$ cat src/rtl/shared_sample_arbiter.sv
// shared_sample_arbiter
// Round-robin arbiter that time-shares one registered sample bit among N
// requesters. The winner holds the grant for up to HOLD captures, or less if
// it drops its request, and every capture is tagged with its source index.
//
// state | meaning
// ------+-------------------------------------------------------------
// IDLE  | no owner; the next owner is picked from ptr upward, mod N
// OWN   | requester w is granted; its din bit is captured while req[w]=1
module shared_sample_arbiter #(
    parameter int N     = 4,
    parameter int SRC_W = 2,
    parameter int HOLD  = 3
) (
    input  logic             clk,
    input  logic             reset,
    input  logic [N-1:0]     req,
    input  logic [N-1:0]     din,
    output logic [N-1:0]     gnt,
    output logic             y,
    output logic             y_valid,
    output logic [SRC_W-1:0] y_src
);

    localparam int               CNT_W    = (HOLD > 1) ? $clog2(HOLD) : 1;
    localparam logic [CNT_W-1:0] CNT_LAST = CNT_W'(HOLD - 1);
    localparam logic [SRC_W-1:0] SRC_LAST = SRC_W'(N - 1);

    typedef enum logic {
        ST_IDLE = 1'b0,
        ST_OWN  = 1'b1
    } state_t;

    state_t             r_state;
    logic [SRC_W-1:0]   r_ptr;
    logic [SRC_W-1:0]   r_w;
    logic [CNT_W-1:0]   r_cnt;
    logic [N-1:0]       r_gnt;
    logic               r_y;
    logic               r_y_valid;
    logic [SRC_W-1:0]   r_y_src;

    state_t             w_state_nxt;
    logic [SRC_W-1:0]   w_ptr_nxt;
    logic [SRC_W-1:0]   w_w_nxt;
    logic [CNT_W-1:0]   w_cnt_nxt;
    logic [N-1:0]       w_gnt_nxt;
    logic               w_y_nxt;
    logic               w_y_valid_nxt;
    logic [SRC_W-1:0]   w_y_src_nxt;

    logic               w_found;
    logic [SRC_W-1:0]   w_pick;
    logic [SRC_W:0]     w_dist;
    logic [SRC_W:0]     w_best;
    logic [SRC_W-1:0]   w_ptr_after;
    logic               w_own_req;

    // Pointer value used on any release: the slot just after the current owner.
    always_comb begin
        w_ptr_after = (r_w == SRC_LAST) ? '0 : r_w + 1'b1;
        w_own_req   = req[r_w];
    end

    // Round-robin pick: the requester with the smallest distance from ptr wins.
    // Distance is (k - ptr) mod N, computed one bit wider to hold k + N.
    always_comb begin
        w_found = 1'b0;
        w_pick  = '0;
        w_best  = (SRC_W + 1)'(N);
        w_dist  = '0;
        for (int k = 0; k < N; k++) begin
            if (SRC_W'(k) >= r_ptr) begin
                w_dist = (SRC_W + 1)'(k) - {1'b0, r_ptr};
            end else begin
                w_dist = (SRC_W + 1)'(k + N) - {1'b0, r_ptr};
            end
            if (req[k] && (w_dist < w_best)) begin
                w_best  = w_dist;
                w_pick  = SRC_W'(k);
                w_found = 1'b1;
            end
        end
    end

    // Next-state and next-output decode; every register holds unless changed.
    always_comb begin
        w_state_nxt   = r_state;
        w_ptr_nxt     = r_ptr;
        w_w_nxt       = r_w;
        w_cnt_nxt     = r_cnt;
        w_gnt_nxt     = r_gnt;
        w_y_nxt       = r_y;
        w_y_valid_nxt = 1'b0;
        w_y_src_nxt   = r_y_src;

        case (r_state)
            ST_IDLE: begin
                if (w_found) begin
                    w_w_nxt     = w_pick;
                    w_gnt_nxt   = N'(1) << w_pick;
                    w_cnt_nxt   = '0;
                    w_state_nxt = ST_OWN;
                end
            end

            ST_OWN: begin
                if (w_own_req) begin
                    w_y_nxt       = din[r_w];
                    w_y_valid_nxt = 1'b1;
                    w_y_src_nxt   = r_w;
                    if (r_cnt == CNT_LAST) begin
                        w_gnt_nxt   = '0;
                        w_ptr_nxt   = w_ptr_after;
                        w_state_nxt = ST_IDLE;
                    end else begin
                        w_cnt_nxt = r_cnt + 1'b1;
                    end
                end else begin
                    // Owner let go early: release without capturing.
                    w_gnt_nxt   = '0;
                    w_ptr_nxt   = w_ptr_after;
                    w_state_nxt = ST_IDLE;
                end
            end

            default: begin
                w_gnt_nxt   = '0;
                w_state_nxt = ST_IDLE;
            end
        endcase
    end

    // State and output registers with synchronous reset; reset wins over capture.
    always_ff @(posedge clk) begin
        if (reset) begin
            r_state   <= ST_IDLE;
            r_ptr     <= '0;
            r_w       <= '0;
            r_cnt     <= '0;
            r_gnt     <= '0;
            r_y       <= 1'b0;
            r_y_valid <= 1'b0;
            r_y_src   <= '0;
        end else begin
            r_state   <= w_state_nxt;
            r_ptr     <= w_ptr_nxt;
            r_w       <= w_w_nxt;
            r_cnt     <= w_cnt_nxt;
            r_gnt     <= w_gnt_nxt;
            r_y       <= w_y_nxt;
            r_y_valid <= w_y_valid_nxt;
            r_y_src   <= w_y_src_nxt;
        end
    end

    assign gnt     = r_gnt;
    assign y       = r_y;
    assign y_valid = r_y_valid;
    assign y_src   = r_y_src;

endmodule

$ cat config.mk
export PLATFORM = sky130hd
export DESIGN_NAME = shared_sample_arbiter
export DESIGN_NICKNAME = d
export VERILOG_FILES = /design/src/rtl/shared_sample_arbiter.sv
export SDC_FILE = /design/constraint.sdc
export NUM_CORES = 1
export LEC_CHECK = 0
export CORE_UTILIZATION = 42
export DETAILED_ROUTE_END_ITERATION = 16
export GPL_TIMING_DRIVEN = 1
export PLACE_DENSITY = 0.66
export SETUP_SLACK_MARGIN = 0.1
export SLEW_MARGIN = 20
export SYNTH_ARGS = -nofsm -noshare
export SYNTH_HDL_FRONTEND = slang
export SYNTH_SLANG_ARGS = --single-unit
$ cat constraint.sdc
create_clock -name clk -period 11.1 [get_ports clk]
set_input_delay 2.22 -clock clk [delete_from_list [all_inputs] [get_ports clk]]
set_output_delay 2.22 -clock clk [all_outputs]
set_load 0.1 [all_outputs]
======== Word level (Yosys, flattened, before mapping) ========
Index checks and enable logic that the tools add are counted.
storage, ports and cells
  bits in registers ....................... 15
  input bits .............................. 10
  output and inout bits ................... 8
operators by class
  add/subtract/negate cells ............... 10
  $lt $le $gt $ge ......................... 9
  equality and inequality tests ........... 7
  shift operators ......................... 1
  multiplexer cells ....................... 34
  bitwise logic cells ..................... 1
  reductions and logical operators ........ 10
operators by type and width
  kind                 number
  $mux 3               7
  $mux 2               8
  $mux 4               3
  $sub 3x2->3 const A  4
  $mux 1               11
  $lt 3x3->1           3
  $pmux 4 s2           1
  $reduce_and 2->1     4
  $sub 1x2->3 const A  2
  $sub 2x2->3 const A  2
  $add 2x1->2 const B  2
  $bmux 1 s2           2
  $eq 2x2->1 const B   2
  $ge 1x2->1 const A   2
  $ge 2x2->1 const A   2
  $logic_and 1x1->1    4
  $ne 2x1->1 const B   2
  $ne 2x2->1 const B   2
  $pmux 2 s2           1
  $shl 1x2->4 const A  1
  $lt 2x3->1 const B   1
  $lt 3x3->1 const B   1
  $ne 3x2->1 const B   1
  $reduce_and 3->1     1
  other kinds (3)      3

======== Logic depth before layout (Yosys ltp) ========
  depth after elaboration ................. 17
  mapped depth ............................ 17
  depth with buffers taken out ............ 17

======== Worst setup path after synthesis ========
Ideal clock, no wire load.
  path type ............................... input-to-reg
  from .................................... input req[0]
  to ...................................... register r_gnt[3], in the netlist gnt[3]
  library setup time ...................... 0.115 ns
  arrival ................................. 4.851 ns
  data required time ...................... 10.985 ns
  path slack .............................. 6.133 ns
  stages on the path ...................... 14
  cell sequence ........................... ha_1 inv_1 a21oi_1 nand2b_1 inv_1 ha_1 nand2_1 o211ai_2 nor2_1 a21o_1 ha_1 a31oi_1 a22oi_2 a2bb2o_4
between the ends
  longest elaborated chain between the ends .. 14
  elaborated cells on any way between the ends .. 26
  classes of those cells .................. order compare: 3; eq/ne: 2; shift: 1; mux: 15; reduce/logical: 5
RTL lines
  element               RTL line  source
  from (decl)           17        input logic [N-1:0] req,
  $logic_and 1x1->1     78        if (req[k] && (w_dist < w_best)) begin
  $mux 3                78
  $lt 3x3->1            78
  $logic_and 1x1->1     78
  $mux 3                78
  $lt 3x3->1            78
  $logic_and 1x1->1     78
  $mux 3                78
  $lt 3x3->1            78
  $logic_and 1x1->1     78
  $mux 2                78
  $shl 1x2->4           101       w_gnt_nxt = N'(1) << w_pick;
  $mux 4                99        if (w_found) begin
  $pmux 4 s2            97        case (r_state)
  to (signal assigned)  150       r_gnt <= w_gnt_nxt;
  to (decl)             38        logic [N-1:0] r_gnt;
Parallel ways exist; a longest one is shown, timed or not. The select of a mux whose other input is x is not followed.
A chain may end at the register's enable or synchronous reset.

======== Worst setup path in the final report ========
Ends and elaborated chain as after synthesis.

==> impl_metrics.ini <==
[clock_network]
tritoncts = done
cts_root_buffer = clkbuf_4
post_cts_resized = 0
tritoncts.num_buffers = 3
insertion_delay_ns = 0.28
ctsHoldBuffers = 0
htreeDepth = 1
clock_tree_sinks = 15
post_cts.repair.setup_buffers = 0
cts.reportedPaths.clkPinSlew_ns = 0.10
clock_tree.buffer_depth = 2

[outcome]
outcome = finished, final reports clean

[global_routing]
overflow = 0
grt_first_pass_wirelength_um = 3463
grt.met3_usage_pct = 3.333
grt_pass1_vias = 804
grt.met1_usage_pct = 23.39
maximum_number_of_pins_on_one_net_before_global_route_repair = 14
grt-busiest-layer = met2
global_route.usage.total_pct = 17.84
gr-usage-met2_pct = 29.11
grt_antenna_before_repair = 0

[place]
place_congestion = 0.8516
hpwl_um = 1585
dpl.cell_count = 152
placement.io_buffers = 17

[logic_synthesis]
seq_area_frac_synth_pct = 30.08
synthTopCellsByArea = dfxtp_1 (30%), ha_1 (11%), nor2_1 (4.9%), mux2i_1 (3.0%), inv_1 (3.0%)
post_synth_top_area_share_pct = 30.08
adder_cell_fraction_of_synth_area_pct = 11.28
synth.top_cells.by_count = dfxtp_1 (15), nor2_1 (13), ha_1 (9), inv_1 (8), nand2_1 (7)
number_of_distinct_library_cells_after_synthesis = 41
postSynth.asyncResetShare_pct = 0
post_synth_and_or_nand_nor_area_fraction_pct = 22.43
post_synth.cell_area_avg_sq_um = 9.160
synth_top_family_by_area = compound AO/OA/AOI/OAI gates
count_of_flip_flops_with_a_built_in_enable_after_synthesis = 0
ys_warn_count = 0
yosys_most_used_dff = dfxtp_1
synth_most_common_cell = dfxtp_1
synthXorXnorAreaFrac_pct = 0
synth.area.mux_share_pct = 7.895
synth_cells = 109
yosys_register_bits = 15
synth_top_cell_by_area = dfxtp_1
synth.cell_area_sq_um = 998.5
synth-compound-area-share_pct = 24.44
synth_nets = 128

[floorplan]
fp.dieArea_sq_um = 2576
placementRows = 17
initial_utilization_pct = 44.71
num_io_pins = 18
design.core.area_sq_um = 2233
chipWidth_um = 50.76
die_h_um = 50.76

[finish]
antenna_cells_inserted = 0
finish.cell_count_without_fillers = 156
post_route_cells_drive_above_1_share_pct = 11.72
filler_cell_count = 222
layout-area-overhead-vs-synth_pct = 22.43
final_nets = 148

[power_and_ir_drop]
power_leakage_uw = 0.0004818
peakVddDrop_v = 0.0001054
pwr_density_cell_nw_per_um2 = 144.7

[critical_path]
reg2reg_from = r_ptr[1]
crit-reg2reg-capture = gnt[3]
critical_path_peak_fanout = 10
timing.setup.critical_path_class = primary input to flip-flop
worstSetupStartpoint = req[0]
cp_data_required_time_ns = 11.29
cp.arrival_ns = 5.75
timing.reg2reg.setup_slack_ns = 7.04
timing.reg2reg.worst_path_depth = 17
worst_setup_path_start_kind = primary input
worstSetupEndpointType = flip-flop
critical_path.endpoint = gnt[3]

[route]
via_per_instance_ratio = 5.538
num_vias = 864
ant_nets = 0
route.detailed.wl_per_inst_um = 13.10
drt_pass_1_iters = 4
detailedRoute.firstIterationViolations = 13
postRouteWirelength_um = 2043
post-route-drc-count = 0

[sta]
setup_violations = 0
clock.fmax_mhz = 179.9
finalWorstPathRequiredPeriod_ns = 5.560
hold_violations = 0
slew_headroom_pct = 35.48
timing_worst_slew_pin_value_ns = 0.9648
min_period_over_period_pct = 50.09
hold-worst-slack_ns = 0.4684
report.final.slew_viol_count = 0
worst_clock_skew_ns = 0.0007021
setup_tns_after_final_layout_ns = 0
rsz0062_at_grt = no

[flow_run]
cap_violations = 0

[min_path]
worst_hold_path_type = flip-flop to flip-flop
min-delay-start = y_src[1]
stage by stage:
| stage | cell area, sq um | power, uW | setup WS (ns) | utilization [%] |
|---|---|---|---|---|
| 3_3_place_gp | 1195 | 143.9 | 5.390 | 53.50 |
| 2_1_floorplan | 998.5 | 127.7 | 6.133 | - |
| 6_report | 1222 | 176.8 | 5.540 | 54.73 |
| 3_5_place_dp | 1195 | 145.6 | 5.263 | 53.50 |
| 5_1_grt | 1222 | 187.5 | 5.278 | 54.73 |
| 4_1_cts | 1222 | 178.0 | 5.571 | 54.73 |
worst min path at each step:
| stage | end | slack [ns] | cells after the start |
|---|---|---|---|
| after CTS | y_src[1] | 0.46 | 2 |
| after global placement | gnt[0] | 0.45 | 1 |
| after detailed placement | gnt[0] | 0.45 | 1 |
| after floorplan | y_src[1] | 0.49 | 2 |
| final | y_src[1] | 0.47 | 2 |
| after global routing | y_src[0] | 0.49 | 2 |
power breakdown:
part	internal, uW	leakage, uW	switching, uW
Clock	13.4	0.0000177	18.7
Combinational	28.7	0.000341	48.7
Sequential	59.8	0.000123	7.56
Total	102	0.000482	75.0
cell type report:
class	instances	area, sq um	share of cell area (%)
clock inverters	1	5.005	0.4094
clock buffers	3	22.52	1.842
flip-flops and latches	15	300.3	24.57
well taps	28	35.03	2.866
repair buffers	17	170.2	13.92
inverters	8	30.03	2.457
multi-input cells	84	659.4	53.94
critical path, cell delays in order:
cell	delay, ns
clkdlybuf4s50_1	0.48
ha_1	0.39
inv_1	0.07
a21oi_1	0.36
nand2b_1	0.21
inv_1	0.05
ha_1	0.30
nand2_1	0.08
o211ai_2	0.43
nor2_1	0.08
a21o_1	0.17
ha_1	0.26
a31oi_1	0.12
a22oi_2	0.29
a2bb2o_4	0.24
cells in the final DEF (no fill, tap or decap), types with 2 or more instances in the layout:
master,instances
o2bb2ai_1,2
ha_1,9
dfxtp_1,15
a21oi_1,5
and2_1,3
o21a_1,3
nor2b_1,3
nand2_1,7
inv_1,8
a21o_1,2
o21ai_0,4
mux2i_1,3
clkbuf_4,3
nor2_1,13
nand3_1,5
clkdlybuf4s50_1,17
kinds of logic after synthesis:
family | Yosys count
multiplexers | 5
adder cells (fa/ha/maj) | 9
AND/OR/NAND/NOR | 41
flip-flops | 15
buffers and inverters | 10
AO/OA/AOI/OAI | 29
metal layers:
layer  wire [um]  up-vias
met2         957       16
met5           0        -
met1         996      413
met4           9        0
li1            -      433
met3          80        2
flip-flops by register name (all words and copies together) (netlist names):
name / cells
r_cnt: 2
r_w: 2
r_state: 1
y_src: 2
y_valid: 1
gnt: 4
y: 1
r_ptr: 2
No activity file was read; power rests on OpenSTA's default activity.
